## config.mk

```make
export PLATFORM = sky130hd
export DESIGN_NAME = ifetch_unit
export DESIGN_NICKNAME = d
export VERILOG_FILES = /design/src/rtl/cpu_pkg.sv /design/src/rtl/ifetch_fifo.sv /design/src/rtl/ifetch_unit.sv
export SDC_FILE = /design/constraint.sdc
export NUM_CORES = 1
export LEC_CHECK = 0
export CAP_MARGIN = 20
export CORE_MARGIN = 2
export CORE_UTILIZATION = 50
export DETAILED_ROUTE_END_ITERATION = 10
export GPL_TIMING_DRIVEN = 1
export PLACE_DENSITY = 0.76
export SKIP_LAST_GASP = 1
export SLEW_MARGIN = 15
export SYNTH_ARGS = -nofsm -noshare
export SYNTH_HDL_FRONTEND = slang
export SYNTH_SLANG_ARGS = --single-unit
export TNS_END_PERCENT = 100
```

## constraint.sdc

```tcl
create_clock -name clk -period 10 [get_ports clk]
set_clock_uncertainty 0.15 [all_clocks]
set_input_delay 2 -clock clk [delete_from_list [all_inputs] [get_ports clk]]
set_output_delay 2 -clock clk [all_outputs]
set_load 0.02 [all_outputs]
```

## src/rtl/cpu_pkg.sv

```systemverilog
// Shared CPU front-end types: data width, default imem depth, fetch FSM states
// and the fetch buffer entry layout.
package cpu_pkg;

  localparam int unsigned XLEN           = 32;
  localparam int unsigned IMEM_WORDS_DEF = 32;

  typedef enum logic {
    S_RUN  = 1'b0,
    S_HALT = 1'b1
  } fetch_state_e;

  typedef struct packed {
    logic [XLEN-1:0] pc;
    logic [XLEN-1:0] instr;
  } fetch_entry_t;

  // True when a word address lies inside an instruction memory of 'words' entries.
  function automatic logic pc_in_range(input logic [XLEN-1:0] pc, input int unsigned words);
    return pc < XLEN'(words);
  endfunction

endpackage

```

## src/rtl/ifetch_fifo.sv

```systemverilog
// Synchronous fetch buffer: push/pop/flush, power-of-2 depth, zeroed storage on
// reset so the head never reads as X.
module ifetch_fifo
  import cpu_pkg::*;
#(
  parameter int unsigned DEPTH = 2
) (
  input  logic         clk,
  input  logic         reset,
  input  logic         push,
  input  logic         pop,
  input  logic         flush,
  input  fetch_entry_t wr_entry,
  output fetch_entry_t head_c,
  output logic         full_c,
  output logic         empty_c
);

  localparam int unsigned AW = (DEPTH > 1) ? $clog2(DEPTH) : 1;
  localparam int unsigned CW = AW + 1;

  fetch_entry_t  mem [DEPTH];
  logic [AW-1:0] wr_ptr;
  logic [AW-1:0] rd_ptr;
  logic [CW-1:0] count;
  logic          do_push;
  logic          do_pop;

  assign full_c  = (count == CW'(DEPTH));
  assign empty_c = (count == '0);
  assign head_c  = mem[rd_ptr];

  // A push into a full buffer is only legal when the head leaves in the same cycle.
  assign do_pop  = pop && !empty_c;
  assign do_push = push && (!full_c || do_pop);

  always_ff @(posedge clk) begin
    if (reset) begin
      wr_ptr <= '0;
      rd_ptr <= '0;
      count  <= '0;
      for (int i = 0; i < int'(DEPTH); i++) begin
        mem[i] <= '0;
      end
    end else if (flush) begin
      wr_ptr <= '0;
      rd_ptr <= '0;
      count  <= '0;
    end else begin
      if (do_push) begin
        mem[wr_ptr] <= wr_entry;
        wr_ptr      <= wr_ptr + AW'(1);
      end
      if (do_pop) begin
        rd_ptr <= rd_ptr + AW'(1);
      end
      case ({do_push, do_pop})
        2'b10:   count <= count + CW'(1);
        2'b01:   count <= count - CW'(1);
        default: count <= count;
      endcase
    end
  end

endmodule

```

## src/rtl/ifetch_unit.sv

```systemverilog
// Instruction fetch initiator: word-addressed imem fetch, buffered handoff to
// decode, redirect/halt/out-of-range handling. IFETCH_PERF_EN adds perf counters.
module ifetch_unit
  import cpu_pkg::*;
#(
  parameter int unsigned RESET_PC   = 0,
  parameter int unsigned IMEM_WORDS = IMEM_WORDS_DEF,
  parameter int unsigned FIFO_DEPTH = 2
) (
  input  logic        clk,
  input  logic        reset,
  output logic [31:0] iaddr,
  input  logic [31:0] idata,
  output logic        if_valid,
  output logic [31:0] if_instr,
  output logic [31:0] if_pc,
  input  logic        id_ready,
  input  logic        redirect_valid,
  input  logic [31:0] redirect_pc,
  input  logic        halt,
  output logic        fetch_oob
`ifdef IFETCH_PERF_EN
  ,
  output logic [31:0] perf_fetches,
  output logic [31:0] perf_flushes
`endif
);

  fetch_state_e state_q;
  fetch_state_e state_d;
  logic [31:0]  fetch_pc_q;
  logic [31:0]  fetch_pc_d;
  logic         oob_q;
  logic         oob_d;
  fetch_entry_t last_q;
  fetch_entry_t head;
  fetch_entry_t wr_entry;
  logic         fifo_full;
  logic         fifo_empty;
  logic         pc_legal;
  logic         redir_legal;
  logic         fetch_en;
  logic         push;
  logic         pop;

  assign pc_legal    = pc_in_range(fetch_pc_q, IMEM_WORDS);
  assign redir_legal = pc_in_range(redirect_pc, IMEM_WORDS);
  assign pop         = !fifo_empty && id_ready;
  assign fetch_en    = (state_q == S_RUN) && !halt && pc_legal;
  // The word on idata is dropped when a redirect lands in the same cycle.
  assign push        = fetch_en && (!fifo_full || pop) && !redirect_valid;
  assign wr_entry    = '{pc: fetch_pc_q, instr: idata};

  ifetch_fifo #(
    .DEPTH (FIFO_DEPTH)
  ) u_fifo (
    .clk      (clk),
    .reset    (reset),
    .push     (push),
    .pop      (pop),
    .flush    (redirect_valid),
    .wr_entry (wr_entry),
    .head_c   (head),
    .full_c   (fifo_full),
    .empty_c  (fifo_empty)
  );

  // Next-state: redirect overrides everything; out-of-range detection only in S_RUN.
  always_comb begin
    state_d    = state_q;
    fetch_pc_d = fetch_pc_q;
    oob_d      = oob_q;
    if (redirect_valid) begin
      fetch_pc_d = redirect_pc;
      if (redir_legal) begin
        oob_d = 1'b0;
      end
      state_d = halt ? S_HALT : S_RUN;
    end else begin
      if (push) begin
        fetch_pc_d = fetch_pc_q + 32'd1;
      end
      case (state_q)
        S_RUN: begin
          if (!pc_legal) begin
            state_d = S_HALT;
            oob_d   = 1'b1;
          end else if (halt) begin
            state_d = S_HALT;
          end
        end
        S_HALT: begin
          if (!halt && !oob_q) begin
            state_d = S_RUN;
          end
        end
        default: state_d = S_RUN;
      endcase
    end
  end

  always_ff @(posedge clk) begin
    if (reset) begin
      state_q    <= S_RUN;
      fetch_pc_q <= 32'(RESET_PC);
      oob_q      <= 1'b0;
      last_q     <= '0;
    end else begin
      state_q    <= state_d;
      fetch_pc_q <= fetch_pc_d;
      oob_q      <= oob_d;
      if (!fifo_empty) begin
        last_q <= head;
      end
    end
  end

  // Head fields hold the last delivered entry while the buffer is empty.
  assign iaddr     = fetch_pc_q;
  assign if_valid  = !fifo_empty;
  assign if_instr  = fifo_empty ? last_q.instr : head.instr;
  assign if_pc     = fifo_empty ? last_q.pc : head.pc;
  assign fetch_oob = oob_q;

`ifdef IFETCH_PERF_EN
  always_ff @(posedge clk) begin
    if (reset) begin
      perf_fetches <= '0;
      perf_flushes <= '0;
    end else begin
      if (push) begin
        perf_fetches <= perf_fetches + 32'd1;
      end
      if (redirect_valid) begin
        perf_flushes <= perf_flushes + 32'd1;
      end
    end
  end
`endif

endmodule

```

==> results.sh <==
export IMPL_clkPwrFrac=0.413
export IMPL_layout_nets=1065
export IMPL_slew_viol_final=0
export IMPL_syn_instance_count=798
export IMPL_fmax_mhz=168
export IMPL_dr_first_iter_drc_count=302
export IMPL_synth_top_cell_area_share=0.407
export IMPL_synth_area_leader_cell="edfxtp_1"
export IMPL_chipHeight_um=141
export IMPL_area_delta_synth_final_pct=29.2
export IMPL_netSwitchingPower_uw=423
export IMPL_hold_class="flip-flop to flip-flop"
export IMPL_ioPinCount=167
export IMPL_min_delay_path_depth=2
export IMPL_drive_gt1_frac=0.0978
export IMPL_sw_frac_of_total=0.211
export IMPL_status="finished clean"
export IMPL_synth_fa_ha_area_frac=0.00265
export IMPL_start_kind="primary input"
export IMPL_cts_buffers=24
export IMPL_grt_pass1_wl_mm=30.8
export IMPL_power_density_nw_per_um2=164
export IMPL_antenna_found_initial=0
export IMPL_ir_worst_vdd_mv=0.108
export IMPL_port_buffers=166
export IMPL_post_route_min_period_ns=5.96
export IMPL_drv_cap=0
export IMPL_crit_type="primary input to flip-flop"
export IMPL_hpwl_mm=12.2
export IMPL_grt_pass1_vias=6089
export IMPL_fin_total_pwr_mw=2.00
export IMPL_drtPass1Iterations=4
export IMPL_fillerInstances=1443
export IMPL_holdBufCountCts=0
export IMPL_start_util=0.507
export IMPL_ys_flop_type="edfxtp_1"
export IMPL_reg2reg_depth=6
export IMPL_async_reset_ff_frac=0
export IMPL_clockBufferDepth=3
export IMPL_cts_setup_buffers=0
export IMPL_cts_max_level=1
export IMPL_via_count=6282
export IMPL_finalCritPeriodShare=0.596
export IMPL_tightestPinTransition_ns=1.00
export IMPL_synthTopCellsByCount="edfxtp_1, dfxtp_1, mux2i_1"
export IMPL_critPathArrivalTime_ns=5.94
export IMPL_setup_tns_ns=0
export IMPL_synth_edff_count=128
export IMPL_drc=0
export IMPL_wl_per_cell_um=15.5
export IMPL_hold_viol_final=0
export IMPL_grt_overflow=0
export IMPL_yosysMostFrequentCell="edfxtp_1"
export IMPL_via_per_inst=5.04
export IMPL_synth_seq_cells=231
export IMPL_synth_compound_area_frac=0.0511
export IMPL_clock_sinks=231
export IMPL_cts_tree="done"
export IMPL_cts_root_buf="clkbuf_16"
export IMPL_synth_top_family_by_area="simple AND/OR/NAND/NOR gates"
export IMPL_setup_viol=0
export IMPL_p_leak_nw=4.45
export IMPL_rows=50
export IMPL_p_int_mw=1.58
export IMPL_critPathMaxFanout=67
export IMPL_slew_headroom=0.332
export IMPL_syn_avg_cell_area_um2=11.8
export IMPL_yosys_warnings=0
export IMPL_n_antenna_cell=0
export IMPL_ant_nets=0
export IMPL_wl_mm=19.3
export IMPL_seq_power_share=0.525
export IMPL_endpoint_kind="flip-flop"
export IMPL_post_route_util=0.654
export IMPL_synth_xor_area_frac=0.00371
export IMPL_synthDistinctLibCells=38
export IMPL_grt_use_total=0.192
export IMPL_ys_seq_area_frac=0.625
export IMPL_yosys_mux_area_fraction=0.0966
export IMPL_cts_clk_slew_worst_paths_ns=0.06
export IMPL_synthTopCellsByArea="edfxtp_1, dfxtp_1, mux2i_1, nor3_2, and2_1"
export IMPL_die_area_um2=20000
export IMPL_layoutNonFillerInstCount=1246
export IMPL_comb_power_share=0.061
export IMPL_dpl_cell_count=1200
export IMPL_core_um2=18600
export IMPL_die_w_um=141
export IMPL_worstPathRequired_ns=9.98
export IMPL_place_congestion=0.821
export IMPL_syn_area_um2=9450
export IMPL_rsz0062_at_grt="false"
export IMPL_cts_resized=0
export IMPL_clock_latency_ns=0.50
export IMPL_yosys_area_share_simple=0.176
export IMPL_grt_max_degree=86
==> routing by layer <==
metal,track usage,part of all wire,vias to the layer above,routed length [um]
li1,-,-,3145,-
met1,0.249,0.43,2930,8280
met2,0.329,0.49,187,9500
met3,0.0472,0.068,20,1320
met4,0.0453,0.013,0,246
met5,0,0,-,0
==> worst max-delay path, cell delays in order <==
cell	delay [ns]
clkdlybuf4s50_1	0.39
buf_4	0.25
inv_2	0.77
nand2_1	0.33
or4_4	0.67
buf_16	0.28
o21ai_4	0.48
buf_4	0.64
==> cell type report <==
class                      instances  area [um2]  area share
clock buffer                      37         711      0.0582
clock inverter                     7        30.0     0.00246
inverter                          43         161      0.0132
multi-input combinational        521        3350       0.274
sequential                       231        5910       0.484
tap                              234         293      0.0240
timing repair buffer             173        1750       0.143
==> cell usage in the layout (no fill, tap or decap), types with 14 or more instances in the layout <==
cell	count
nor3_2	50
clkbuf_16	25
edfxtp_1	128
o21ai_0	67
mux2i_1	90
nor2_1	37
conb_1	54
clkdlybuf4s50_1	165
inv_1	40
nand2_1	71
nor3_1	27
nor4_1	14
dfxtp_1	101
and2_1	65
==> power groups by stage <==
stage                     Combinational, mW  Sequential [mW]  Clock (mW)
after detailed placement              0.123             1.07           0
after floorplan                      0.0510             1.08           0
final                                 0.123             1.05       0.827
after global placement                0.122             1.07           0
after global routing                  0.134             1.05       0.882
after CTS                             0.124             1.05       0.844
==> worst paths after layout <==
| path | startpoint | endpoint | slack, ns |
|---|---|---|---|
| max | reset | u_fifo.mem[0][59] | 4.04 |
| min | u_fifo.wr_ptr | u_fifo.wr_ptr | 0.35 |
| max reg2reg | iaddr[8] | u_fifo.mem[0][59] | 6.03 |
| min reg2reg | u_fifo.wr_ptr | u_fifo.wr_ptr | 0.35 |
==> flip-flops by register name, indices dropped and copies added (netlist names), named ones only <==
name and flops:
u_fifo.mem 128, fetch_oob 1, u_fifo.wr_ptr 1, iaddr 32
state_q 1, u_fifo.count 2, u_fifo.rd_ptr 1, last_q 64
==> through the flow <==
stage / setup WS [ns] / area (um2) / hold slack [ns]
floorplan: 1.55 / 9640 / 0.317
global placement: 3.45 / 11400 / 0.337
detailed placement: 3.43 / 11400 / 0.336
CTS: 3.96 / 12100 / 0.348
global route: 3.75 / 12200 / 0.380
finish: 4.04 / 12200 / 0.345
==> cell families after synthesis <==
family,count (synthesis)
buffers and inverters,99
AND/OR/NAND/NOR,283
XOR/XNOR,4
multiplexers,91
other,1
flip-flops,231
adder cells (fa/ha/maj),2
AO/OA/AOI/OAI,87
Power figures use the tool's default switching activity.
